<file path="config.mk">
export PLATFORM = sky130hd
export DESIGN_NAME = cmd_packer
export DESIGN_NICKNAME = d
export VERILOG_FILES = /design/src/rtl/gpu_cmd_pkg.sv /design/src/rtl/cmd_beat_shift.sv /design/src/rtl/cmd_packer.sv
export SDC_FILE = /design/constraint.sdc
export NUM_CORES = 1
export LEC_CHECK = 0
export ABC_AREA = 0
export ABC_CLOCK_PERIOD_IN_PS = 2470
export BUFFER_PORTS_ARGS = -buffer_cell sky130_fd_sc_hd__buf_2
export CAP_MARGIN = 25
export CELL_PAD_IN_SITES_DETAIL_PLACEMENT = 0
export CELL_PAD_IN_SITES_GLOBAL_PLACEMENT = 1
export CORE_MARGIN = 2
export CORE_UTILIZATION = 41
export DETAILED_ROUTE_END_ITERATION = 8
export PLACE_DENSITY_LB_ADDON = 0.3
export SETUP_SLACK_MARGIN = 0.3
export SYNTH_ARGS = -nofsm -noshare
export SYNTH_HDL_FRONTEND = slang
export SYNTH_HIERARCHICAL = 1
export SYNTH_SLANG_ARGS = --single-unit
</file>
<file path="constraint.sdc">
create_clock -name clk -period 2.47 [get_ports clk]
set_clock_uncertainty 0.2 [all_clocks]
set_input_delay 0.494 -clock clk [delete_from_list [all_inputs] [get_ports clk]]
set_output_delay 0.494 -clock clk [all_outputs]
set_load 0.02 [all_outputs]
</file>
<file path="src/rtl/gpu_cmd_pkg.sv">
// Shared constants, field map and state type for the GPU instruction path
// (cmd_packer producer and the decode consumer).
package gpu_cmd_pkg;

  localparam int CMD_W      = 82;
  localparam int HOST_W     = 16;
  localparam int BEATS      = 6;
  localparam int STAGE_W    = HOST_W * BEATS;
  localparam int HDR_W      = STAGE_W - CMD_W;
  localparam int BEAT_CNT_W = 3;

  localparam logic [BEAT_CNT_W-1:0] LAST_BEAT = BEAT_CNT_W'(BEATS - 1);

  localparam int COORD_LSB = 34;
  localparam int COORD_W   = 48;
  localparam int ALPHA_LSB = 30;
  localparam int ALPHA_W   = 4;
  localparam int TEX_LSB   = 28;
  localparam int TEX_W     = 2;
  localparam int COLOR_LSB = 4;
  localparam int COLOR_W   = 24;
  localparam int LAYER_BIT = 3;
  localparam int VERT_BIT  = 2;
  localparam int INST_BIT  = 1;
  localparam int FILL_BIT  = 0;

  // Packed view of one instruction word, MSB field first.
  typedef struct packed {
    logic [COORD_W-1:0] coords;
    logic [ALPHA_W-1:0] alpha_val;
    logic [TEX_W-1:0]   texture_code;
    logic [COLOR_W-1:0] color_code;
    logic               layer_num;
    logic               vertice_num;
    logic               inst_type;
    logic               fill_type;
  } cmd_word_t;

  typedef enum logic [0:0] {
    COLLECT = 1'b0,
    PUSH    = 1'b1
  } cmd_state_e;

  function automatic cmd_word_t cmd_unpack(input logic [CMD_W-1:0] word);
    return cmd_word_t'(word);
  endfunction

  function automatic logic [COORD_W-1:0] cmd_coords(input logic [CMD_W-1:0] word);
    return word[COORD_LSB +: COORD_W];
  endfunction

  function automatic logic [COLOR_W-1:0] cmd_color(input logic [CMD_W-1:0] word);
    return word[COLOR_LSB +: COLOR_W];
  endfunction

endpackage

</file>
<file path="src/rtl/cmd_beat_shift.sv">
// Staging shift register and beat counter for cmd_packer.
// CMD_HDR_CHECK_EN keeps the reserved header bits so they can be checked.
module cmd_beat_shift
  import gpu_cmd_pkg::*;
(
  input  logic                  clk,
  input  logic                  n_rst,
  input  logic                  i_clear,
  input  logic                  i_shift,
  input  logic [HOST_W-1:0]     i_data,
  output logic [CMD_W-1:0]      o_word,
  output logic                  o_hdr_err,
  output logic [BEAT_CNT_W-1:0] o_count,
  output logic                  o_last_beat
);

  // Beat 5 is consumed straight from i_data, so only beats 0..4 are held;
  // the header bits are stored only when the header check is built in.
`ifdef CMD_HDR_CHECK_EN
  localparam int KEEP_W = STAGE_W - HOST_W;
`else
  localparam int KEEP_W = CMD_W - HOST_W;
`endif

  logic [KEEP_W-1:0]     r_stage;
  logic [BEAT_CNT_W-1:0] r_count;

  assign o_count     = r_count;
  assign o_last_beat = i_shift && (r_count == LAST_BEAT);
  assign o_word      = {r_stage[CMD_W-HOST_W-1:0], i_data};

`ifdef CMD_HDR_CHECK_EN
  assign o_hdr_err = |r_stage[KEEP_W-1:CMD_W-HOST_W];
`else
  assign o_hdr_err = 1'b0;
`endif

  // Shift beats in MSB-first and track the beat position within a word.
  always_ff @(posedge clk or negedge n_rst) begin
    if (!n_rst) begin
      r_stage <= {KEEP_W{1'b0}};
      r_count <= {BEAT_CNT_W{1'b0}};
    end else if (i_clear) begin
      r_stage <= {KEEP_W{1'b0}};
      r_count <= {BEAT_CNT_W{1'b0}};
    end else if (i_shift) begin
      r_stage <= {r_stage[KEEP_W-HOST_W-1:0], i_data};
      if (r_count == LAST_BEAT) begin
        r_count <= {BEAT_CNT_W{1'b0}};
      end else begin
        r_count <= r_count + BEAT_CNT_W'(1);
      end
    end else begin
      r_stage <= r_stage;
      r_count <= r_count;
    end
  end

endmodule

</file>
<file path="src/rtl/cmd_packer.sv">
// Packs six 16-bit host beats into one 82-bit instruction and writes it to the
// instruction FIFO. Optional header check: define CMD_HDR_CHECK_EN.
module cmd_packer
  import gpu_cmd_pkg::*;
#(
  parameter int CNT_W = 16
) (
  input  logic              clk,
  input  logic              n_rst,
  input  logic [HOST_W-1:0] host_data,
  input  logic              host_valid,
  output logic              host_ready,
  input  logic              host_abort,
  input  logic              fifo_full,
  output logic              fifo_w_enable,
  output logic [CMD_W-1:0]  fifo_w_data,
  output logic              busy,
  output logic [CNT_W-1:0]  words_sent,
  output logic              cmd_err
);

  cmd_state_e            r_state;
  logic                  r_host_ready;
  logic [CMD_W-1:0]      r_w_data;
  logic [CNT_W-1:0]      r_words_sent;
  logic                  r_cmd_err;

  logic                  w_xfer;
  logic                  w_clear;
  logic                  w_shift;
  logic                  w_last;
  logic                  w_hdr_err;
  logic [CMD_W-1:0]      w_word;
  logic [BEAT_CNT_W-1:0] w_count;

  // Abort wins over a same-cycle beat; in PUSH no beat can transfer and
  // abort is ignored so the pending word is still written.
  assign w_xfer  = host_valid && r_host_ready;
  assign w_clear = host_abort && (r_state == COLLECT);
  assign w_shift = w_xfer && !host_abort;

  cmd_beat_shift u_shift (
    .clk        (clk),
    .n_rst      (n_rst),
    .i_clear    (w_clear),
    .i_shift    (w_shift),
    .i_data     (host_data),
    .o_word     (w_word),
    .o_hdr_err  (w_hdr_err),
    .o_count    (w_count),
    .o_last_beat(w_last)
  );

  assign host_ready    = r_host_ready;
  assign fifo_w_enable = (r_state == PUSH) && !fifo_full;
  assign fifo_w_data   = r_w_data;
  assign busy          = (r_state == PUSH) || (w_count != {BEAT_CNT_W{1'b0}});
  assign words_sent    = r_words_sent;
  assign cmd_err       = r_cmd_err;

  // Collect/push control with registered handshake, data, count and error.
  always_ff @(posedge clk or negedge n_rst) begin
    if (!n_rst) begin
      r_state      <= COLLECT;
      r_host_ready <= 1'b1;
      r_w_data     <= {CMD_W{1'b0}};
      r_words_sent <= {CNT_W{1'b0}};
      r_cmd_err    <= 1'b0;
    end else begin
      r_cmd_err <= 1'b0;
      case (r_state)
        COLLECT: begin
          if (w_last) begin
            if (w_hdr_err) begin
              r_cmd_err <= 1'b1;
            end else begin
              r_w_data     <= w_word;
              r_state      <= PUSH;
              r_host_ready <= 1'b0;
            end
          end else begin
            r_state <= COLLECT;
          end
        end
        PUSH: begin
          if (!fifo_full) begin
            r_words_sent <= r_words_sent + CNT_W'(1);
            r_state      <= COLLECT;
            r_host_ready <= 1'b1;
          end else begin
            r_state <= PUSH;
          end
        end
        default: begin
          r_state      <= COLLECT;
          r_host_ready <= 1'b1;
        end
      endcase
    end
  end

endmodule
</file>
Yosys cells after proc, flatten, opt, wreduce, memory -nomap -nowiden:

Cells that the tools add are included.

* reduce and logical (&&, ||, !) cells: 13
* add/subtract/negate cells: 2
* equality and inequality tests: 3
* multiplexer cells: 11
* bitwise gates (word level): 2

Operator list (count)
* 66-bit 2-to-1 mux: 2
* 16-bit by 1-bit adder with 16-bit output (second input constant): 1
* 3-bit 2-to-1 mux: 3
* 2-bit AND reduction: 3
* 1-bit logical AND: 5
* 1-bit 2-to-1 mux: 4
* 1-bit one-hot mux with 2 select lines: 2
* 3-bit by 1-bit adder with 3-bit output (second input constant): 1
* 3-bit equality test (second input constant): 1
* 3-bit nonzero test: 1
* 1-bit zero test: 2
* 2-bit by 1-bit != test with 1-bit output (second input constant): 1
* 2-bit != test (second input constant): 1
* 1-bit NOT: 2
* 2-bit nonzero test: 1
* 1-bit logical OR: 1

* bits in registers: 169
* output and inout port bits: 102
* logic and storage cells: 37
* input bits: 21

Depth between registers and ports, before layout:

* depth after elaboration: 5
* depth in mapped cells: 9
* depth with buffers taken out: 5

Cells and area by module:

The synthesis kept the hierarchy.

By module, submodules not included
* cmd_packer: area an instance 3873.7 µm², times used 1, seq. area each 2528.7 µm², cells an instance 241
* cmd_beat_shift: area an instance 2969.1 µm², times used 1, seq. area each 1726.7 µm², cells an instance 244

Worst setup path before layout:

OpenSTA, ideal clock, no wires.

* path kind: reg2reg
* start point: reg r_host_ready (netlist: host_ready)
* end point: reg r_w_data[0] (netlist: fifo_w_data[0])
* library setup time: 0.125 ns
* clock period less this slack: 2.480 ns
* data required time: 2.145 ns
* cell stages (with the launch flop): 10
* arrival: 2.155 ns
* path slack: -0.010 ns
* path buffers: 4
* cells stage by stage: dfstp_2 > nand2_1 > nor2_1 > buf_6 > buf_6 > and4b_1 > nor3b_2 > buf_2 > buf_4 > mux2_2

* word-level cells in the longest chain between the ends: 4

RTL lines
* start: declaration: RTL line cmd_packer.sv:23 `logic r_host_ready;`
* start signal: assignment: RTL line cmd_packer.sv:65 `r_host_ready <= 1'b1;`
* start signal: assignment: RTL line cmd_packer.sv:79 `r_host_ready <= 1'b0;`
* start signal: assignment: RTL line cmd_packer.sv:89 `r_host_ready <= 1'b1;`
* 1-bit logical AND: RTL line cmd_packer.sv:38 `assign w_xfer = host_valid && r_host_ready;`
* 1-bit logical AND: RTL line cmd_packer.sv:40 `assign w_shift = w_xfer && !host_abort;`
* named net w_shift: RTL line cmd_packer.sv:30 `logic w_shift;`
* 1-bit logical AND: RTL line cmd_beat_shift.sv:29 `assign o_last_beat = i_shift && (r_count == LAST_BEAT);`
* named net w_last: RTL line cmd_packer.sv:31 `logic w_last;`
* 2-bit AND reduction (no source line)
* end signal: assignment: RTL line cmd_packer.sv:66 `r_w_data <= {CMD_W{1'b0}};`
* end signal: assignment: RTL line cmd_packer.sv:77 `r_w_data <= w_word;`
* end: declaration: RTL line cmd_packer.sv:24 `logic [CMD_W-1:0] r_w_data;`

The timed path passes the listed nets, and every way through them passes these cells.
A chain may end at the register's enable or synchronous reset.

Worst setup path in the final report:

Same ends and word-level chain as after synthesis.

==> summary.md <==
| Metric | Value |
|---|---|
| Outcome | complete, no violations |
| Total GRT Usage | 0.169 |
| Avg Vias per Cell | 4.83 |
| Top Family by Delay on Critical Path | simple AND/OR/NAND/NOR gates |
| Worst path required time | 2.57 ns |
| Layout cell share with drive strength beyond 1 | 0.433 |
| Clock Path Buffers | 2 |
| N_diodes | 0 |
| Crit-path max FO | 6 |
| Pwr Total | 5.93 mW |
| Fraction of registers with async set/reset | 1.00 |
| IO Port Bufs | 122 |
| Period utilization | 0.896 |
| Worst Setup End Kind | register |
| Grt ovf | 0 |
| Routed WL | 14.1 mm |
| Cell count after synthesis | 485 |
| Met1 Resource Use GR | 0.237 |
| Finish-stage setup viols | 0 |
| Peak VDD IR | 0.464 mV |
| Die W | 133 um |
| #FFs+latches synth | 170 |
| Count of cell types in the netlist | 33 |
| EDFF count, synth | 0 |
| # rows | 47 |
| Area Growth Syn to Fin | 23.3% |
| Min Hold Slack | 0.0969 ns |
| Final net count | 623 |
| Ports | 123 |
| CP max stage cell | dfstp_2 |
| Initial antenna violation count | 0 |
| Post-synthesis sequential area ratio | 0.622 |
| Hold Path Class | in2reg |
| Critical Path AT | 2.32 ns |
| First-pass iteration count of the detailed router | 4 |
| Max_cap viols | 0 |
| Worst-path clk slew | 0.06 ns |
| Area of the core | 0.0165 sq mm |
| CP bufs+invs | 2 |
| Cell area after placement | 0.00756 sq mm |
| Clock latency at the later pin of the worst-skew pair | 0.42 ns |
| Final min period | 2.21 ns |
| Syn_nets | 507 |
| Fillcell total | 1453 |
| Final Hold Viols | 0 |
| Routability-driven placement congestion ratio | 0.760 |
| Power per Cell Area | 704 mW/mm^2 |
| Met3 Use GR | 0.0510 |
| P_leak | 4.43 nW |
| Fmax | 452 MHz |
| Antenna viol nets, final | 0 |
| DRT iter0 DRCs | 210 |
| YS warnings | 6 |
| Starting Density | 0.416 |
| Setup CP Type | reg2reg |
| Drt drc | 0 |
| Synthesized cell area | 0.00684 sq mm |
| Vias in the first global route | 4180 |
| Busiest grt layer | met2 |
| DIE HEIGHT | 133 um |
| Design area | 0.00843 sq mm |
| CP max stage delay | 0.54 ns |
| Drt wl/cell | 16.9 um |
| CTS buffer count | 17 |
| Largest net degree at the start of global routing | 72 |
| Die area | 0.0177 sq mm |
| Unrepaired setup endpoints after global routing | yes |
| Clock sink total | 170 |
| Synthesized area per cell | 14.1 sq um |
| Final setup TNS | 0 ns |
| Root Buffer | clkbuf_16 |
| First-pass GRT wire length | 23.1 mm |
| Grt met2 use | 0.247 |
| # H-tree levels | 4 |
| CTS tree | yes |
| Slew Viols, Final | 0 |
| Setup crit start kind | register |
| Vias | 4027 |
| Top_reg_cell synth | dfrtp_1 |
| Worst-margin pin slew | 0.587 ns |
| Headroom to the max-slew limit | 0.609 |
| DP Wirelength | 8.71 mm |
| Crit-path cells | nand2_2 > nor2_4 > and4b_1 > nor3b_4 > buf_12 > bufbuf_16 > mux2_2 |
## synthesized netlist by cell type (2+ instances only)
cell type,instances,area (sq um)
mux2_2,83,935
mux2i_1,66,661
nand2_1,5,18.8
nand4_1,4,25.0
nand3_1,4,20.0
buf_4,25,188
xor2_1,3,26.3
buf_2,5,25.0
and2_1,2,12.5
nor2_1,68,255
and3_1,3,18.8
buf_6,9,101
clkbuf_1,5,18.8
xnor2_1,13,114
and2b_1,2,15.0
dfrtp_1,169,4230
and4_1,3,26.3
## metal layers
| layer | part of all wire | routed length, um |
|---|---|---|
| met1 | 0.48 | 6720 |
| met2 | 0.46 | 6430 |
| met3 | 0.048 | 674 |
| met4 | 0.019 | 272 |
| met5 | 0 | 0 |
## final cells by class
class / instances / area [sq um] / area share
clock inverters: 15 / 223 / 0.0264
inverters: 1 / 3.75 / 0.000445
multi-input cells: 270 / 2300 / 0.273
well taps: 220 / 275 / 0.0326
repair buffers: 141 / 948 / 0.112
clock buffers: 17 / 425 / 0.0504
flip-flops and latches: 170 / 4260 / 0.505
## kinds of logic after synthesis
group / share of synthesized area
muxes: 0.233
other: 0.000548
adders and majority gates: 0.00183
AOI/OAI and AO/OA: 0.00713
DFF: 0.622
xor gates and xnor gates: 0.0205
buffers and inverters: 0.0492
and+or+nand+nor: 0.0658
## cells in the final DEF (no fill, tap or decap), drive strengths merged, types with 2 or more instances in the layout
| cell type | Yosys | routed |
|---|---|---|
| clkinvlp | 0 | 3 |
| and2b | 2 | 2 |
| a21oi | 2 | 2 |
| and3 | 3 | 3 |
| xor2 | 3 | 3 |
| nand2 | 5 | 5 |
| dfrtp | 169 | 169 |
| mux2 | 83 | 83 |
| xnor2 | 13 | 13 |
| clkinv | 0 | 5 |
| nand4 | 4 | 4 |
| a21bo | 2 | 2 |
| inv | 1 | 3 |
| bufinv | 0 | 5 |
| and2 | 2 | 2 |
| buf | 39 | 139 |
| nand3 | 4 | 4 |
| clkbuf | 5 | 17 |
| and4 | 3 | 3 |
| nor2 | 68 | 68 |
| mux2i | 66 | 66 |
## registers in the layout (all words and copies together) (netlist names)
name / count
fifo_w_data: 82
u_shift/r_stage: 66
words_sent: 16
u_shift/o_count: 3
cmd_err: 1
host_ready: 1
r_state: 1
## what timing repair did
action	4_1_cts	5_1_grt
hold buffers	1	0
pin swaps	1	1
hold endpoints to repair	54	0
cloned	3	0
setup buffers	5	1
setup endpoints to repair	83	84
resized for setup	9	10
## power breakdown
| group | leakage (nW) | switching [mW] | internal, mW |
|---|---|---|---|
| registers | 2.36 | 0.0181 | 2.81 |
| clock network | 0.310 | 1.09 | 1.80 |
| logic | 1.76 | 0.140 | 0.0799 |
## metrics by stage
step                       util  instances  worst slack, ns
after floorplan               -        485           0.0600
after global placement    0.459        792            0.154
after detailed placement  0.459        792            0.102
after CTS                 0.509        833            0.214
after global routing      0.512        834            0.190
final                     0.512        834            0.256
## worst paths after layout
| check | from | endpoint | slack [ns] | cells after the start |
|---|---|---|---|---|
| min | fifo_full | r_state | 0.1 | 2 |
| max | host_ready | fifo_w_data[0] | 0.26 | 7 |
| min in group asynchronous | n_rst | u_shift/r_stage[57] | 0.43 | 2 |
| max reg2reg | host_ready | fifo_w_data[0] | 0.26 | 7 |
| max in group asynchronous | n_rst | fifo_w_data[38] | 0.91 | 3 |
| min reg2reg | words_sent[15] | words_sent[15] | 0.28 | 1 |
Note: power is estimated with default switching activity, not from simulation.
